===== config.mk =====
export PLATFORM = sky130hd
export DESIGN_NAME = div_seq_controller
export DESIGN_NICKNAME = d
export VERILOG_FILES = /design/src/rtl/div_seq_controller.sv
export SDC_FILE = /design/constraint.sdc
export NUM_CORES = 1
export LEC_CHECK = 0
export CAP_MARGIN = 25
export CORE_MARGIN = 2
export CORE_UTILIZATION = 30
export CTS_BUF_LIST = sky130_fd_sc_hd__clkbuf_4 sky130_fd_sc_hd__clkbuf_8
export DETAILED_ROUTE_END_ITERATION = 16
export PLACE_DENSITY_LB_ADDON = 0.2
export SETUP_SLACK_MARGIN = 0.4
export SLEW_MARGIN = 40
export SYNTH_ARGS = -nofsm -noshare
export SYNTH_HDL_FRONTEND = slang
export SYNTH_SLANG_ARGS = --single-unit

===== constraint.sdc =====
create_clock -name clk -period 1.4 [get_ports clk]
set_input_delay 0.42 -clock clk [delete_from_list [all_inputs] [get_ports clk]]
set_output_delay 0.42 -clock clk [all_outputs]
set_load 0.03 [all_outputs]

===== src/rtl/div_seq_controller.sv =====
// div_seq_controller: control FSM for a WIDTH-bit restoring shift-subtract
// divider. The datapath (dividend/divisor registers, {R,Q} shift pair,
// subtractor, comparator) is external; this block only issues strobes.
//
// Handshake: start is a level request sampled only in IDLE. Requests
// that arrive in any other state are dropped, not queued. done is a
// one-cycle pulse at the end of every operation, including a
// divide-by-zero abort.
//
// Build option: define DIV_ZERO_CHK_EN to add the CHECK/FAULT states.
// These detect a zero divisor before iterating and raise err. Without
// the macro, a zero divisor runs to completion (Q = all ones,
// R = dividend) and err is tied low.
module div_seq_controller #(
  parameter  int WIDTH = 8,
  localparam int CNT_W = $clog2(WIDTH)
) (
  input  logic             clk,
  input  logic             rst,
  input  logic             start,
  input  logic             dvsr_zero,
  input  logic             gte,
  output logic             ldData,
  output logic             clrR,
  output logic             shift,
  output logic             sub,
  output logic [CNT_W-1:0] iter,
  output logic             busy,
  output logic             done,
  output logic             err
);

  localparam logic [CNT_W-1:0] LAST = CNT_W'(WIDTH - 1);

  typedef enum logic [2:0] {
    S_IDLE  = 3'd0,
    S_LOAD  = 3'd1,
    S_CHECK = 3'd2,
    S_SHIFT = 3'd3,
    S_TEST  = 3'd4,
    S_SUB   = 3'd5,
    S_DONE  = 3'd6,
    S_FAULT = 3'd7
  } state_t;

  // Current state is kept as a named signal so checkers can bind to it.
  state_t           state;
  state_t           state_d;
  logic [CNT_W-1:0] iter_d;

`ifdef DIV_ZERO_CHK_EN
  logic err_q;
  logic err_d;
`endif

  // Next-state, iteration counter and error flag update rules.
  always_comb begin
    state_d = state;
    iter_d  = iter;
`ifdef DIV_ZERO_CHK_EN
    err_d   = err_q;
`endif
    case (state)
      S_IDLE: begin
        if (start) state_d = S_LOAD;
      end
      S_LOAD: begin
`ifdef DIV_ZERO_CHK_EN
        err_d   = 1'b0;
        state_d = S_CHECK;
`else
        iter_d  = '0;
        state_d = S_SHIFT;
`endif
      end
`ifdef DIV_ZERO_CHK_EN
      S_CHECK: begin
        if (dvsr_zero) begin
          // err is set on entry to FAULT so it rises together with done.
          err_d   = 1'b1;
          state_d = S_FAULT;
        end else begin
          iter_d  = '0;
          state_d = S_SHIFT;
        end
      end
      S_FAULT: begin
        err_d   = 1'b1;
        state_d = S_IDLE;
      end
`endif
      S_SHIFT: begin
        state_d = S_TEST;
      end
      S_TEST: begin
        if (gte) begin
          state_d = S_SUB;
        end else if (iter == LAST) begin
          state_d = S_DONE;
        end else begin
          iter_d  = iter + 1'b1;
          state_d = S_SHIFT;
        end
      end
      S_SUB: begin
        if (iter == LAST) begin
          state_d = S_DONE;
        end else begin
          iter_d  = iter + 1'b1;
          state_d = S_SHIFT;
        end
      end
      S_DONE: begin
        state_d = S_IDLE;
      end
      default: begin
        state_d = S_IDLE;
      end
    endcase
  end

  // State register. Strobes are registered copies of the next state's
  // Moore decode, so each one is glitch-free and exactly tracks the state.
  always_ff @(posedge clk or posedge rst) begin
    if (rst) begin
      state  <= S_IDLE;
      iter   <= '0;
      ldData <= 1'b0;
      clrR   <= 1'b0;
      shift  <= 1'b0;
      sub    <= 1'b0;
      busy   <= 1'b0;
      done   <= 1'b0;
    end else begin
      state  <= state_d;
      iter   <= iter_d;
      ldData <= (state_d == S_LOAD);
      clrR   <= (state_d == S_LOAD);
      shift  <= (state_d == S_SHIFT);
      sub    <= (state_d == S_SUB);
      busy   <= (state_d == S_LOAD)  || (state_d == S_CHECK) ||
                (state_d == S_SHIFT) || (state_d == S_TEST)  ||
                (state_d == S_SUB);
      done   <= (state_d == S_DONE) || (state_d == S_FAULT);
    end
  end

`ifdef DIV_ZERO_CHK_EN
  // Sticky divide-by-zero flag; cleared only when the next LOAD runs.
  always_ff @(posedge clk or posedge rst) begin
    if (rst) err_q <= 1'b0;
    else     err_q <= err_d;
  end
  assign err = err_q;
`else
  // Without the zero check, the divisor-zero status is not consulted.
  logic unused_dvsr_zero;
  assign unused_dvsr_zero = dvsr_zero;
  assign err = 1'b0;
`endif

endmodule


==> run metrics, run 1 <==
Sw Share=0.384; Non-Filler Instances=99; Seq pwr share=0.329; WL final=1160 um; core area=1710 sq um; initial antenna violation count=0; gpl congestion=0.680; routed len/inst=11.7 um; Clock Latency Late Sink=260 ps; Setup CP Type=flip-flop to flip-flop; fill cell count=163; DR vias=444; Setup violations, final=0; synthesized cell area=537 sq um; diode count=0; share of cells above drive strength 1=0.581; status=finished, final reports clean; Initial Utilization=0.314; R2R Setup Slk=20 ps; Seq cells post-synth=11; Fin. Hold Viols=0; DRC Markers=0; CTS root buf=clkbuf_4; PD cells=1840 nW/um^2; YS warnings=0; Req. time, crit path=1550 ps; vias per cell=4.48; fin crit period=1380 ps; final instance area=886 sq um; clk slew on worst S/H paths=70 ps; die span in y=46.3 um; Max IR drop VDD=779 uV; worst clock skew=0.795 ps; H-tree depth=1; Placed Cells=90; combinational share of power=0.525; Iter 0 DRT Violations=8; Synth Area per Inst=11.0 sq um; hold_ws=448 ps; hpwl dp=769 um; Worst Path Arrival=1530 ps; Worst setup SP type=flip-flop; chip width=46.3 um; Layout area overhead=65.0%; DR pass1 iterations=4; vias in the first global route=442; worst reg2reg endpoint=iter[0]; reg2reg path depth=5; Power, Total=0.00163 W; gr usage total=0.138; register area share after synthesis=0.513; row count=15; Cells after Synth=49; Worst setup endpoint=iter[0]; CTS tree=yes; first-pass GRT wire length=1970 um; Hold Path Class=input port to async pin; Boundary Pins=15; CTS Buffer Depth=2; number of clock sinks seen by CTS=11; count of cell types in the netlist=24; Die Area=2140 sq um; max cap viols=0; RR Startpoint=iter[0]; total gr overflow=0; cts bufs inserted=3; clock share of power=0.146; count of final max-slew check failures=0; hold buffers post-CTS=0; Net Sw Power=0.000624 W; Net count, final=83; Antenna Nets Post-Route=0; period utilization=0.985; placed cell area=744 sq um; Pleak=0.386 nW; Peak Freq=725 MHz; IO buf count=12; Internal=0.00100 W; CP Capture Type=flip-flop; syn nets=57; RSZ-0062 raised after global routing=true; largest net degree at the start of global routing=12; Final Util=0.519; CP Max Fanout=4; crit path launch=iter[0]
-- power groups by stage --
stage / clock network [W] / logic, W / registers (W)
6_report: 0.000238 / 0.000854 / 0.000535
3_5_place_dp: 0 / 0.000635 / 0.000545
2_1_floorplan: 0 / 0.000314 / 0.000636
3_3_place_gp: 0 / 0.000632 / 0.000542
4_1_cts: 0.000248 / 0.000804 / 0.000546
5_1_grt: 0.000261 / 0.000922 / 0.000555
-- Yosys cell counts, drive strengths merged --
cell | number | share of area
o21ai | 2 | 0.019
o22ai | 1 | 0.012
ha | 3 | 0.070
nor2b | 2 | 0.023
o2bb2ai | 1 | 0.016
mux2 | 1 | 0.021
a211o | 1 | 0.016
o211ai | 1 | 0.014
buf | 3 | 0.037
inv | 3 | 0.021
nand2b | 3 | 0.040
a21oi | 3 | 0.028
nor4b | 2 | 0.033
a211oi | 1 | 0.014
nand2 | 2 | 0.014
or3b | 1 | 0.016
o21a | 2 | 0.028
conb | 1 | 0.0070
a22o | 2 | 0.033
nor2 | 1 | 0.0070
dfrtp | 11 | 0.51
nor3 | 2 | 0.019
-- stage by stage --
| stage | worst slack, ps | setup TNS, ps |
|---|---|---|
| after floorplan | -24.0 | -41.2 |
| after global placement | -328 | -1970 |
| after detailed placement | -351 | -2110 |
| after CTS | 9.88 | 0 |
| after global routing | -43.7 | -109 |
| final | 21.0 | 0 |
-- worst min path at each step --
stage,end,cells past startpoint,slack [ps]
2_1_floorplan,busy,1,270
3_3_place_gp,clrR,1,490
3_5_place_dp,clrR,1,500
4_1_cts,done,2,460
5_1_grt,shift,2,490
6_report,busy,2,450
-- cells by family after synthesis --
| logic type | Yosys count | synth area share |
|---|---|---|
| simple gates | 13 | 0.152 |
| flops | 11 | 0.513 |
| other cells | 1 | 0.00699 |
| compound gates | 14 | 0.180 |
| buf+inv | 6 | 0.0583 |
| fa+ha+maj | 3 | 0.0699 |
| mux | 1 | 0.0210 |
-- cells in the final DEF (no fill, tap or decap) --
cell / count
o22ai_1: 1
nand2_2: 1
o21ai_0: 1
o21a_1: 2
a22o_1: 2
a211o_1: 1
o2bb2ai_1: 1
buf_6: 11
inv_1: 3
nor4b_2: 2
mux2_4: 1
clkdlybuf4s50_1: 2
conb_1: 1
or3b_1: 1
nor2b_1: 2
nand2b_2: 1
a21oi_2: 1
dlygate4sd2_1: 1
a21oi_1: 2
nor3_2: 2
o211ai_1: 1
nand2_1: 1
dfrtp_2: 6
a211oi_2: 1
o21ai_1: 1
clkbuf_4: 4
nand2b_1: 2
buf_4: 9
buf_2: 1
nor2_1: 1
ha_4: 3
dfrtp_1: 5
-- critical path: stages (launching register included) --
cell	delay [ps]
dfrtp_2	430
ha_4	180
ha_4	170
nand2_2	60
o211ai_1	130
mux2_4	290
-- area by class of cell --
type	instances	area (sq um)	area share
Multi-Input combinational cell	32	305	0.345
Timing Repair Buffer	24	225	0.254
Inverter	3	11.3	0.0127
Sequential cell	11	283	0.319
Tap cell	25	31.3	0.0353
Clock buffer	4	30.0	0.0339
-- sequential cells by signal, indices dropped and copies added (netlist names) --
register  flops
busy          1
iter          3
done          1
state         3
shift         1
clrR          1
sub           1
-- layer usage --
metal | GRT usage | vias up | share of wire | routed length (um)
li1 | - | 221 | - | -
met1 | 0.167 | 213 | 0.46 | 535
met2 | 0.203 | 8 | 0.48 | 561
met3 | 0.0510 | 2 | 0.041 | 48
met4 | 0.0857 | 0 | 0.0095 | 11
met5 | 0 | - | 0 | 0
-- repair_timing --
action,CTS,global route
resized for setup,26,9
gates cloned,0,0
setup endpoints to repair,20,20
pin swaps,3,2
setup buffers,4,1
Note: power is estimated with default switching activity, not from simulation.
==> inputs of run 2 (changes only) <==
clock period = 1.5 ns   (was 1.4 ns; I/O delays follow)
==> run 2 against run 1 <==
Effect of this change: sequential cell count unchanged; core utilization is 4.8 points lower; routed wire length decreased by 14%; total power down 19%; largest power group unchanged; clock skew is essentially flat; critical path depth unchanged; non-clock buffer count is 7 lower; clock power is 7% lower; via count is 2.0% lower.
==> run metrics, run 2 (synthesized netlist as in run 1, its figures left out) <==
PD cells=1640 nW/um^2 (-10%); count of final max-slew check failures=0 (unchanged); leading registers by flop count=iter (3), state (3); gpl congestion=0.739 (+8.7%); Net count, final=76 (-8.4%); status=finished, final reports clean; Peak Freq=713 MHz (-1.7%); DRC Markers=0 (unchanged); clk slew on worst S/H paths=70 ps (about the same); diode count=0 (unchanged); Setup Slack @ Placement=-276 ps (+74.7 ps); CTS root buf=clkbuf_4; fin crit period=1400 ps (+24.2 ps); Layout area overhead=49.9%; DR vias=435 (-2.0%); Iter 0 DRT Violations=14 (+6); first-pass GRT wire length=1690 um (-14%); Placed Cells=85 (-5.6%); most frequent cells in the layout=buf_6 (9), dfrtp_1 (7), buf_4 (5); DR pass1 iterations=4 (unchanged); total gr overflow=0 (unchanged); Worst setup SP type=flip-flop; Req. time, crit path=1650 ps (+100 ps); gr usage total=0.116 (-0.0212); CTS Buffer Depth=2 (unchanged); Non-Filler Instances=92 (-7.1%); number of clock sinks seen by CTS=11 (unchanged); hold buffers post-CTS=0 (unchanged); H-tree depth=1 (unchanged); Hold Path Class=input port to async pin; largest net degree at the start of global routing=15 (+3); core area=1710 sq um (unchanged); Clock Latency Late Sink=270 ps (about the same); Initial Utilization=0.314 (unchanged); worst clock skew=1.28 ps (+0.485 ps); routed len/inst=10.8 um (-7.5%); cts bufs inserted=3 (unchanged); WL final=995 um (-14%); Setup CP Type=flip-flop to flip-flop; leading cell type in the layout, fill and taps excluded=buf_6; share of cells above drive strength 1=0.448 (-0.133); Fin. Hold Viols=0 (unchanged); period utilization=0.935 (-0.0495); max cap viols=0 (unchanged); Pleak=0.346 nW (-10%); row count=15 (unchanged); R2R Setup Slk=100 ps (+80 ps); hold_ws=473 ps (+25.3 ps); chip width=46.3 um (unchanged); final instance area=805 sq um (-9.2%); die span in y=46.3 um (unchanged); Antenna Nets Post-Route=0 (unchanged); Worst Slack Setup Final=96.8 ps (+75.8 ps); placed cell area=717 sq um (-3.7%); hpwl dp=719 um (-6.6%); initial antenna violation count=0 (unchanged); IO buf count=12 (unchanged); Worst Path Arrival=1560 ps (+30 ps); CP Max Fanout=4 (unchanged); Max IR drop VDD=740 uV (-5.0%); Setup violations, final=0 (unchanged); vias in the first global route=385 (-13%); RSZ-0062 raised after global routing=true; Boundary Pins=15 (unchanged); CP Capture Type=flip-flop; CTS tree=yes; Die Area=2140 sq um (unchanged); Post-Route Setup TNS=0 ps (unchanged); vias per cell=4.73 (+5.4%)
## run 2: cell count changes in the layout (fill, tap and decap cells not counted)
cell | before | now
nor4b_1 | 0 | 1
a211oi_1 | 0 | 1
nor4b_2 | 2 | 1
a211oi_2 | 1 | 0
buf_4 | 9 | 5
buf_6 | 11 | 9
dfrtp_1 | 5 | 7
buf_2 | 1 | 0
dfrtp_2 | 6 | 4
nor3_2 | 2 | 0
nor3_1 | 0 | 2
## run 2: power breakdown
group	switching (W)	total, W	internal (W)
sequential	0.000131	0.000526	0.000395
clock	0.000101	0.000222	0.000121
combinational	0.000290	0.000576	0.000285
total	0.000522	0.00132	0.000801
## run 2: area by class of cell
class | count | area (sq um)
Fill cell | 156 | 903
Multi-Input combinational cell | 32 | 284
Sequential cell | 11 | 280
Timing Repair Buffer | 17 | 168
Tap cell | 25 | 31.3
Clock buffer | 4 | 30.0
Inverter | 3 | 11.3
## run 2: metal layers
layer / vias to the layer above / part of all wire / routed length, um / global-route usage
li1: 211 / - / - / -
met1: 209 / 0.45 / 446 / 0.153
met2: 13 / 0.49 / 489 / 0.167
met3: 2 / 0.046 / 46 / 0.0235
met4: 0 / 0.013 / 13 / 0.0857
met5: - / 0 / 0 / 0
## run 2: final timing paths
kind / from / endpoint / depth (start not counted)
setup / recovery: iter[0] / iter[0] / 5
setup reg to reg: iter[0] / iter[0] / 5
min in group clk: state[1] / shift / 1
hold / removal: rst / busy / 2
max in group asynchronous: rst / iter[1] / 2
hold reg to reg: state[1] / shift / 1
## run 2: repair_timing
action | CTS | global route
setup endpoints to repair | 19 | 17
resized for setup | 45 | 6
buffers inserted | 1 | 2
hold endpoints to repair | 0 | 0
pin swaps | 4 | 1
## run 2: worst max-delay path, cell delays in order, from the launching register on
cell and delay, ps:
dfrtp_2 440, ha_4 190, ha_4 170, nand2_2 70
o211ai_1 140, mux2_4 300
## run 2: stage by stage
stage	power (W)	util
after global placement	0.00106	0.420
after global routing	0.00142	0.471
after floorplan	0.000879	-
after detailed placement	0.00106	0.420
final	0.00132	0.471
after CTS	0.00132	0.460
==> inputs of run 3 (changes only) <==
CORE_ASPECT_RATIO = 1.2   (was default)
==> run 3 against run 2 <==
Effect of this change: hold slack lost 9.3 ps; critical path depth is the same; sequential cell count is the same; non-clock buffer count grew 2.
==> run metrics, run 3 (synthesized netlist as in run 1, its figures left out) <==
DR pass1 iterations=2 (-2); worst clock skew=3.90 ps (+2.62 ps); Die Area=2150 sq um (about the same); crit-path leading delay family=flip-flops; max cap viols=0 (unchanged); row count=16 (+1); Worst Path Arrival=1580 ps (+20 ps); Initial Utilization=0.323 (+0.00876); routed len/inst=11.7 um (+8.3%); first-pass GRT wire length=1740 um (+2.8%); vias per cell=5.11 (+8.2%); initial antenna violation count=0 (unchanged); CTS root buf=clkbuf_4; Max IR drop VDD=1120 uV (+52%); H-tree depth=1 (unchanged); RSZ-0062 raised after global routing=true; RR Startpoint=iter[1]; Antenna Nets Post-Route=0 (unchanged); reg2reg path depth=5 (unchanged); most frequent cells in the layout=buf_4 (9), dfrtp_1 (7), buf_6 (7); cts bufs inserted=3 (unchanged); CP cell instances=ha_4 > ha_4 > or3b_4 > a21oi_4 > a21oi_2; Worst setup SP type=flip-flop; chip width=42.6 um (-8.0%); CTS Buffer Depth=2 (unchanged); DRC Markers=0 (unchanged); share of cells above drive strength 1=0.522 (+0.0740); CP Capture Type=flip-flop; Max stage delay on crit path=400 ps (-40 ps); Setup violations, final=0 (unchanged); CP Max Fanout=4 (unchanged); Crit-path slowest cell=dfrtp_2; Power, Total=0.00135 W (+2.1%); vias in the first global route=434 (+13%); crit-path most repeated cell=ha_4; hpwl dp=730 um (+1.6%); Req. time, crit path=1670 ps (+20 ps); clk slew on worst S/H paths=70 ps (about the same); largest net degree at the start of global routing=15 (unchanged); R2R Setup Slk=90 ps (about the same); hold buffers post-CTS=0 (unchanged); crit path launch=iter[1]; placed cell area=723 sq um (+0.87%); count of final max-slew check failures=0 (unchanged); CP bufs+invs=0 (unchanged); Setup Slack @ Placement=-265 ps (+11.0 ps); fin crit period=1410 ps (+7.34 ps); leading cell type in the layout, fill and taps excluded=buf_4; worst reg2reg endpoint=busy; CTS tree=yes; Hold Path Class=input port to async pin; status=finished, final reports clean; PD cells=1640 nW/um^2 (-0.41%); leading registers by flop count=iter (3), state (3); DR vias=445 (+2.3%); WL final=1020 um (+2.4%); number of clock sinks seen by CTS=11 (unchanged); Net count, final=78 (+2.6%); IO buf count=12 (unchanged); Pleak=0.357 nW (+3.4%); Fin. Hold Viols=0 (unchanged); Peak Freq=709 MHz (-0.52%); Setup CP Type=flip-flop to flip-flop; Iter 0 DRT Violations=2 (-12); core area=1660 sq um (-2.7%); final instance area=825 sq um (+2.5%); Clock Latency Late Sink=280 ps (about the same); Boundary Pins=15 (unchanged); Worst Slack Setup Final=89.5 ps (-7.34 ps); period utilization=0.940 (+0.00489); gpl congestion=0.747 (+1.1%); diode count=0 (unchanged); total gr overflow=0 (unchanged); Layout area overhead=53.6%; die span in y=50.3 um (+8.7%); gr usage total=0.109 (-0.00754); hold_ws=464 ps (-9.26 ps)
[run 3: cell type report]
type	instances	area, sq um
fill	165	837
tap	18	22.5
timing repair buffer	19	175
multi-input combinational	32	305
clock buffer	4	30.0
sequential	11	280
inverter	3	11.3
[run 3: stage by stage]
step	std cells	util	TNS, ps
6_report	87	0.496	0
5_1_grt	87	0.496	0
4_1_cts	86	0.480	0
3_5_place_dp	80	0.435	-1190
3_3_place_gp	80	0.435	-1280
2_1_floorplan	49	-	0
[run 3: repair_timing]
| item | in CTS | in global routing |
|---|---|---|
| setup endpoints to repair | 19 | 18 |
| pin swaps | 5 | 5 |
| buffers inserted | 2 | 1 |
| gates resized for setup | 44 | 10 |
[run 3: how the worst max path moves through the flow]
stage / slack [ps] / cells after the start / end
5_1_grt: 40 / 5 / iter[0]
4_1_cts: 100 / 4 / shift
2_1_floorplan: 80 / 5 / iter[0]
6_report: 90 / 5 / busy
3_5_place_dp: -270 / 5 / shift
3_3_place_gp: -260 / 5 / iter[0]
[run 3: routing by layer]
layer  routed length [um]  part of all wire  GRT usage  up-vias
met2                  506              0.50      0.182       14
met3                   60             0.059     0.0324        2
met4                   24             0.024     0.0625        0
met1                  427              0.42      0.121      216
li1                     -                 -          -      213
met5                    0                 0          0        -
[run 3: power breakdown]
| group | internal [W] | switching, W | total (W) | leakage (nW) |
|---|---|---|---|---|
| logic | 0.000292 | 0.000299 | 0.000591 | 0.202 |
| clock network | 0.000121 | 0.000105 | 0.000226 | 0.0184 |
| registers | 0.000394 | 0.000138 | 0.000532 | 0.137 |
| total | 0.000808 | 0.000543 | 0.00135 | 0.357 |
